<file path="src/rtl/boreal_feature_normalizer.sv">
// Serial 8-channel EMA offset removal + Q8.8 gain, one channel per cycle, atomic 128-bit output.
// Build option: define BOREAL_NORM_SAT_EN to saturate results instead of wrapping to 16 bits.
module boreal_feature_normalizer #(
    parameter int ALPHA_SHIFT = 6
) (
    input  logic         clk,
    input  logic         rst,
    input  logic         in_valid,
    output logic         in_ready,
    input  logic [127:0] samples,
    input  logic         freeze,
    output logic [127:0] features,
    output logic         out_valid,
    input  logic [4:0]   host_addr,
    input  logic [15:0]  host_din,
    input  logic         host_we
);

    typedef enum logic [1:0] {S_IDLE, S_RUN, S_DONE} state_t;

    state_t              r_state;
    state_t              w_state_nxt;
    logic [2:0]          r_idx;
    logic [127:0]        r_samples;
    logic                r_freeze;
    logic [127:0]        r_shadow;
    logic [127:0]        r_features;
    logic                r_seeded;
    logic signed [15:0]  r_gain [8];
    logic signed [23:0]  r_mean [8];

    logic signed [15:0]  w_x;
    logic signed [23:0]  w_mean;
    logic signed [23:0]  w_x_q;
    logic signed [15:0]  w_m;
    logic signed [16:0]  w_d;
    logic signed [32:0]  w_p;
    logic signed [24:0]  w_r;
    logic signed [15:0]  w_y;
    logic signed [24:0]  w_e;
    logic signed [24:0]  w_mean_sum;
    logic [127:0]        w_shadow_nxt;

    always_comb begin
        w_state_nxt = r_state;
        case (r_state)
            S_IDLE:  if (in_valid) w_state_nxt = S_RUN;
            S_RUN:   if (r_idx == 3'd7) w_state_nxt = S_DONE;
            S_DONE:  w_state_nxt = S_IDLE;
            default: w_state_nxt = S_IDLE;
        endcase
    end

    assign in_ready  = (r_state == S_IDLE);
    assign out_valid = (r_state == S_DONE);
    assign features  = r_features;

    // Datapath for the channel selected by r_idx; always uses pre-write gain/mean.
    assign w_x        = r_samples[{r_idx, 4'h0} +: 16];
    assign w_mean     = r_mean[r_idx];
    assign w_x_q      = {w_x, 8'h00};
    assign w_m        = w_mean[23:8];
    assign w_d        = 17'(w_x) - 17'(w_m);
    assign w_p        = 33'(w_d) * 33'(r_gain[r_idx]);
    assign w_r        = 25'(w_p >>> 8);
    assign w_e        = 25'(w_x_q) - 25'(w_mean);
    assign w_mean_sum = 25'(w_mean) + (w_e >>> ALPHA_SHIFT);

    always_comb begin
        w_y = '0;
        if (r_seeded) begin
`ifdef BOREAL_NORM_SAT_EN
            if (w_r > 25'sd32767)
                w_y = 16'sh7fff;
            else if (w_r < -25'sd32768)
                w_y = 16'sh8000;
            else
                w_y = 16'(w_r);
`else
            w_y = 16'(w_r);
`endif
        end
    end

    always_comb begin
        w_shadow_nxt = r_shadow;
        w_shadow_nxt[{r_idx, 4'h0} +: 16] = w_y;
    end

    always_ff @(posedge clk) begin
        if (rst) begin
            r_state    <= S_IDLE;
            r_idx      <= '0;
            r_samples  <= '0;
            r_freeze   <= 1'b0;
            r_shadow   <= '0;
            r_features <= '0;
            r_seeded   <= 1'b0;
            for (int i = 0; i < 8; i++) begin
                r_gain[i] <= 16'sh0100;
                r_mean[i] <= '0;
            end
        end else begin
            r_state <= w_state_nxt;
            if (r_state == S_IDLE && in_valid) begin
                r_samples <= samples;
                r_freeze  <= freeze;
                r_idx     <= '0;
            end
            if (r_state == S_RUN) begin
                r_idx    <= r_idx + 3'd1;
                r_shadow <= w_shadow_nxt;
                // Last channel goes straight into the output so the whole vector lands together.
                if (r_idx == 3'd7)
                    r_features <= w_shadow_nxt;
                if (!r_seeded)
                    r_mean[r_idx] <= w_x_q;
                else if (!r_freeze)
                    r_mean[r_idx] <= 24'(w_mean_sum);
            end
            if (r_state == S_DONE)
                r_seeded <= 1'b1;
            // Placed last so a host write beats the same-cycle EMA update.
            if (host_we && !host_addr[4]) begin
                if (!host_addr[3]) begin
                    r_gain[host_addr[2:0]] <= host_din;
                end else begin
                    r_mean[host_addr[2:0]] <= {host_din, 8'h00};
                    r_seeded               <= 1'b1;
                end
            end
        end
    end

endmodule
</file>
<file path="config.mk">
export PLATFORM = sky130hd
export DESIGN_NAME = boreal_feature_normalizer
export DESIGN_NICKNAME = d
export VERILOG_FILES = /design/src/rtl/boreal_feature_normalizer.sv
export SDC_FILE = /design/constraint.sdc
export NUM_CORES = 2
export LEC_CHECK = 0
export CAP_MARGIN = 15
export CORE_ASPECT_RATIO = 1.25
export CORE_MARGIN = 5
export CORE_UTILIZATION = 40
export CTS_BUF_LIST = sky130_fd_sc_hd__clkbuf_4 sky130_fd_sc_hd__clkbuf_8 sky130_fd_sc_hd__clkbuf_16
export CTS_CLUSTER_SIZE = 28
export DETAILED_ROUTE_END_ITERATION = 10
export RECOVER_POWER = 50
export SLEW_MARGIN = 15
export SYNTH_ARGS = -nofsm -noshare
export SYNTH_HDL_FRONTEND = slang
export SYNTH_SLANG_ARGS = --single-unit
</file>
<file path="constraint.sdc">
create_clock -name clk -period 16.8 [get_ports clk]
set_clock_uncertainty 0.1 [all_clocks]
set_input_delay 3.36 -clock clk [delete_from_list [all_inputs] [get_ports clk]]
set_output_delay 3.36 -clock clk [all_outputs]
set_load 0.02 [all_outputs]
</file>
==> results_dict.tcl <==
set metrics [dict create \
    nets_in_the_synthesized_netlist 4746 \
    period_minus_slack_ns 11.58 \
    maxcap_viol_count 6 \
    critPathMaxFanout 30 \
    setup_violations 0 \
    cts_tree "built" \
    cts_buffer_depth 3 \
    setup-tns-final_ns 0 \
    start_kind "flip-flop" \
    clk_pin_slew_worst_paths_ns 0.06 \
    critPathCaptureType "flip-flop" \
    rows 129 \
    synthFlopType "sky130_fd_sc_hd__dfxtp_1" \
    global_route.overflow_total 0 \
    clock-root-buffer "sky130_fd_sc_hd__clkbuf_16" \
    maximum_achievable_frequency_mhz 86.4 \
    die-width_um 293 \
    netlist-cell-type-count 77 \
    grt_pass1_vias 31600 \
    fp.dieArea_um2 107000 \
    dpl.cell_count 5674 \
    rsz0062_at_grt "no" \
    worst-setup-path-type "flip-flop to flip-flop" \
    post_synth_and_or_nand_nor_area_fraction_pct 17.1 \
    post_cts_resized 0 \
    count_of_synthesis_stage_warnings_from_yosys 0 \
    synth_mux_area_share_pct 6.06 \
    drtPass1Iterations 5 \
    critical_path.max_stage_delay_ns 0.65 \
    post_route_cells_drive_above_1_share_pct 7.73 \
    timing_max_transition_violations_final 257 \
    final_critical_path_setup_slack_ns 5.22 \
    required_ns 17.06 \
    route.vias.total 32100 \
    largest_net_degree_at_the_start_of_global_routing 214 \
    initial_utilization_pct 40.4 \
    period_share_pct 68.9 \
    die_height_um 364 \
    post-cts-setup-buffer-count 0 \
    area_delta_synth_final_pct 16.6 \
    synth-adder-area-share_pct 13.2 \
    outcome "finished with violations" \
    h_tree_levels 3 \
    synth-seq-area-share_pct 42.0 \
    pin_count 284 \
    class_of_the_tightest_hold_or_removal_check "flip-flop to flip-flop" \
    avgRoutedWirePerCell_um 22.3 \
    slew_headroom_pct -141 \
    post_drt_antenna_nets 0 \
    detail_route.iter0.violations 2596 \
    place_worst_setup_slack_ns 5.36 \
    hold_ws_ns 0.353 \
    portBuffers 283 \
    synth_compound_gate_area_share_pct 13.9 \
    cts_num_sinks 714 \
    arrival_ns 11.84 \
    post_detailed_routing_wire_length_mm 130 \
    worst-slew-pin-transition_ns 3.62 \
    violations "max-capacitance violations, max-slew violations" \
    grt_pass1_wl_mm 194 \
    vias_per_cell 5.52 \
    combinational_family_with_the_most_area_after_synthesis "simple AND/OR/NAND/NOR gates" \
    post_cts_hold_buffer_count 0 \
    syn_avg_cell_area_um2 9.36 \
    critical-path-top-cell-by-count "sky130_fd_sc_hd__fa_1" \
    detailed_place_hpwl_mm 91.9 \
    drc 0 \
    routabilityCongestion 0.953 \
    grt_antenna_before_repair 5 \
    worstSkewPairLatency_ns 0.66 \
    core_um2 99300 \
    synthesis.area_um2 40100 \
    cts_buffers 76 \
    post_layout_nonfiller_instances 5818 \
    cpMaxStageDelayCell "sky130_fd_sc_hd__dfxtp_4" \
    number_of_register_bits_inferred_by_synthesis 714 \
    synth_cells 4284 \
    synth-xor-area-share_pct 2.24 \
    grt_use_total_pct 23.4 \
    async_reset_ff_share_pct 0 \
    fin_nets 4905 \
    final_hold_viol_count 0 \
    synth-edff-count 256 \
]
==> critical path: cells and delay by family, from the launching register on <==
kind                       cells  cell delay [ns]
AOI/OAI and AO/OA              5             1.24
xor gates and xnor gates      10             3.19
adders and majority gates      7             3.20
buffers and inverters          3             1.29
DFF                            1             0.65
muxes                          2             0.89
and+or+nand+nor                4             0.68
==> cells in the mapped netlist (39+ instances only) <==
cell | n | area (um2)
sky130_fd_sc_hd__a211oi_1 | 59 | 443
sky130_fd_sc_hd__a21oi_1 | 295 | 1480
sky130_fd_sc_hd__a221oi_1 | 40 | 350
sky130_fd_sc_hd__a22o_1 | 62 | 543
sky130_fd_sc_hd__a22oi_1 | 101 | 758
sky130_fd_sc_hd__and2_1 | 131 | 820
sky130_fd_sc_hd__clkbuf_1 | 239 | 897
sky130_fd_sc_hd__dfxtp_1 | 458 | 9170
sky130_fd_sc_hd__edfxtp_1 | 256 | 7690
sky130_fd_sc_hd__fa_1 | 190 | 3800
sky130_fd_sc_hd__ha_1 | 118 | 1480
sky130_fd_sc_hd__inv_1 | 303 | 1140
sky130_fd_sc_hd__mux2i_1 | 39 | 390
sky130_fd_sc_hd__mux4_2 | 80 | 1800
sky130_fd_sc_hd__nand2_1 | 662 | 2480
sky130_fd_sc_hd__nor2_1 | 480 | 1800
sky130_fd_sc_hd__nor3_1 | 118 | 591
sky130_fd_sc_hd__o21ai_0 | 188 | 941
sky130_fd_sc_hd__xnor2_1 | 57 | 499
==> flip-flops by register name (all words and copies together), names as in the netlist, named ones only <==
| signal | count |
|---|---|
| r_seeded | 1 |
| r_shadow | 128 |
| r_idx | 3 |
| r_state | 2 |
| r_gain | 128 |
| r_samples | 128 |
| features | 128 |
| r_mean | 192 |
| r_freeze | 1 |
==> placed cells by master, fill, tap and decap left out, types with 13 or more instances in the layout <==
cell type                         instances
sky130_fd_sc_hd__nand2b_1                36
sky130_fd_sc_hd__buf_4                   53
sky130_fd_sc_hd__clkbuf_16               76
sky130_fd_sc_hd__a21o_1                  23
sky130_fd_sc_hd__nor3_1                 107
sky130_fd_sc_hd__nand3_1                 34
sky130_fd_sc_hd__a22o_1                  62
sky130_fd_sc_hd__clkbuf_8                15
sky130_fd_sc_hd__a21oi_1                295
sky130_fd_sc_hd__nor2_1                 480
sky130_fd_sc_hd__clkbuf_1                17
sky130_fd_sc_hd__dfxtp_1                455
sky130_fd_sc_hd__mux4_2                  80
sky130_fd_sc_hd__a211oi_1                59
sky130_fd_sc_hd__dlygate4sd3_1          130
sky130_fd_sc_hd__o21ai_1                 13
sky130_fd_sc_hd__xnor2_1                 54
sky130_fd_sc_hd__mux2_2                  16
sky130_fd_sc_hd__a221oi_1                40
sky130_fd_sc_hd__edfxtp_1               256
sky130_fd_sc_hd__and2_1                  76
sky130_fd_sc_hd__ha_1                   118
sky130_fd_sc_hd__o21ai_0                188
sky130_fd_sc_hd__mux2i_1                 39
sky130_fd_sc_hd__nor2b_1                 20
sky130_fd_sc_hd__and2_0                  53
sky130_fd_sc_hd__nand4_1                 24
sky130_fd_sc_hd__inv_1                  303
sky130_fd_sc_hd__nand2_1                660
sky130_fd_sc_hd__o211ai_1                23
sky130_fd_sc_hd__xor2_1                  33
sky130_fd_sc_hd__fa_1                   190
sky130_fd_sc_hd__clkdlybuf4s50_1        152
sky130_fd_sc_hd__clkbuf_4                18
sky130_fd_sc_hd__a22oi_1                101
==> routing by layer <==
| metal | global-route usage [%] | vias up | part of all wire, % | wire [um] |
|---|---|---|---|---|
| li1 | - | 15000 | - | - |
| met1 | 29.2 | 15700 | 40 | 51700 |
| met2 | 41.0 | 1140 | 50 | 64600 |
| met3 | 2.96 | 252 | 5.7 | 7440 |
| met4 | 9.93 | 0 | 4.5 | 5880 |
| met5 | 0 | - | 0 | 0 |
==> through the flow <==
stage / utilization [%] / instance area [um2]
finish: 47.1 / 46800
detailed placement: 44.5 / 44100
CTS: 47.1 / 46800
floorplan: - / 40100
global placement: 44.5 / 44100
global route: 47.1 / 46800
==> final cells by class <==
type / count / area, um2
Inverter: 307 / 1150
Tap cell: 1310 / 1640
Fill cell: 9503 / 52500
Multi-Input combinational cell: 2990 / 21100
Sequential cell: 714 / 16900
Antenna cell: 5 / 12.5
Timing Repair Buffer: 354 / 3320
Clock buffer: 109 / 2240
Clock inverter: 29 / 410
==> cells by family after synthesis <==
kind of cell / after synthesis
muxes: 138
xor gates and xnor gates: 95
buffers and inverters: 580
adders and majority gates: 308
DFF: 714
AOI/OAI and AO/OA: 876
and+or+nand+nor: 1573
==> path summary, 6_finish.rpt <==
check / cells after the start / slack (ns) / from / end
hold reg to reg: 2 / 0.35 / r_shadow[89] / r_shadow[89]
hold / removal: 2 / 0.35 / r_shadow[89] / r_shadow[89]
setup reg to reg: 31 / 5.22 / flip-flop / features[31]
setup / recovery: 31 / 5.22 / flip-flop / features[31]
Power is not shown: default switching activity piles up to over one toggle a cycle in this logic, so the estimate is an artifact.
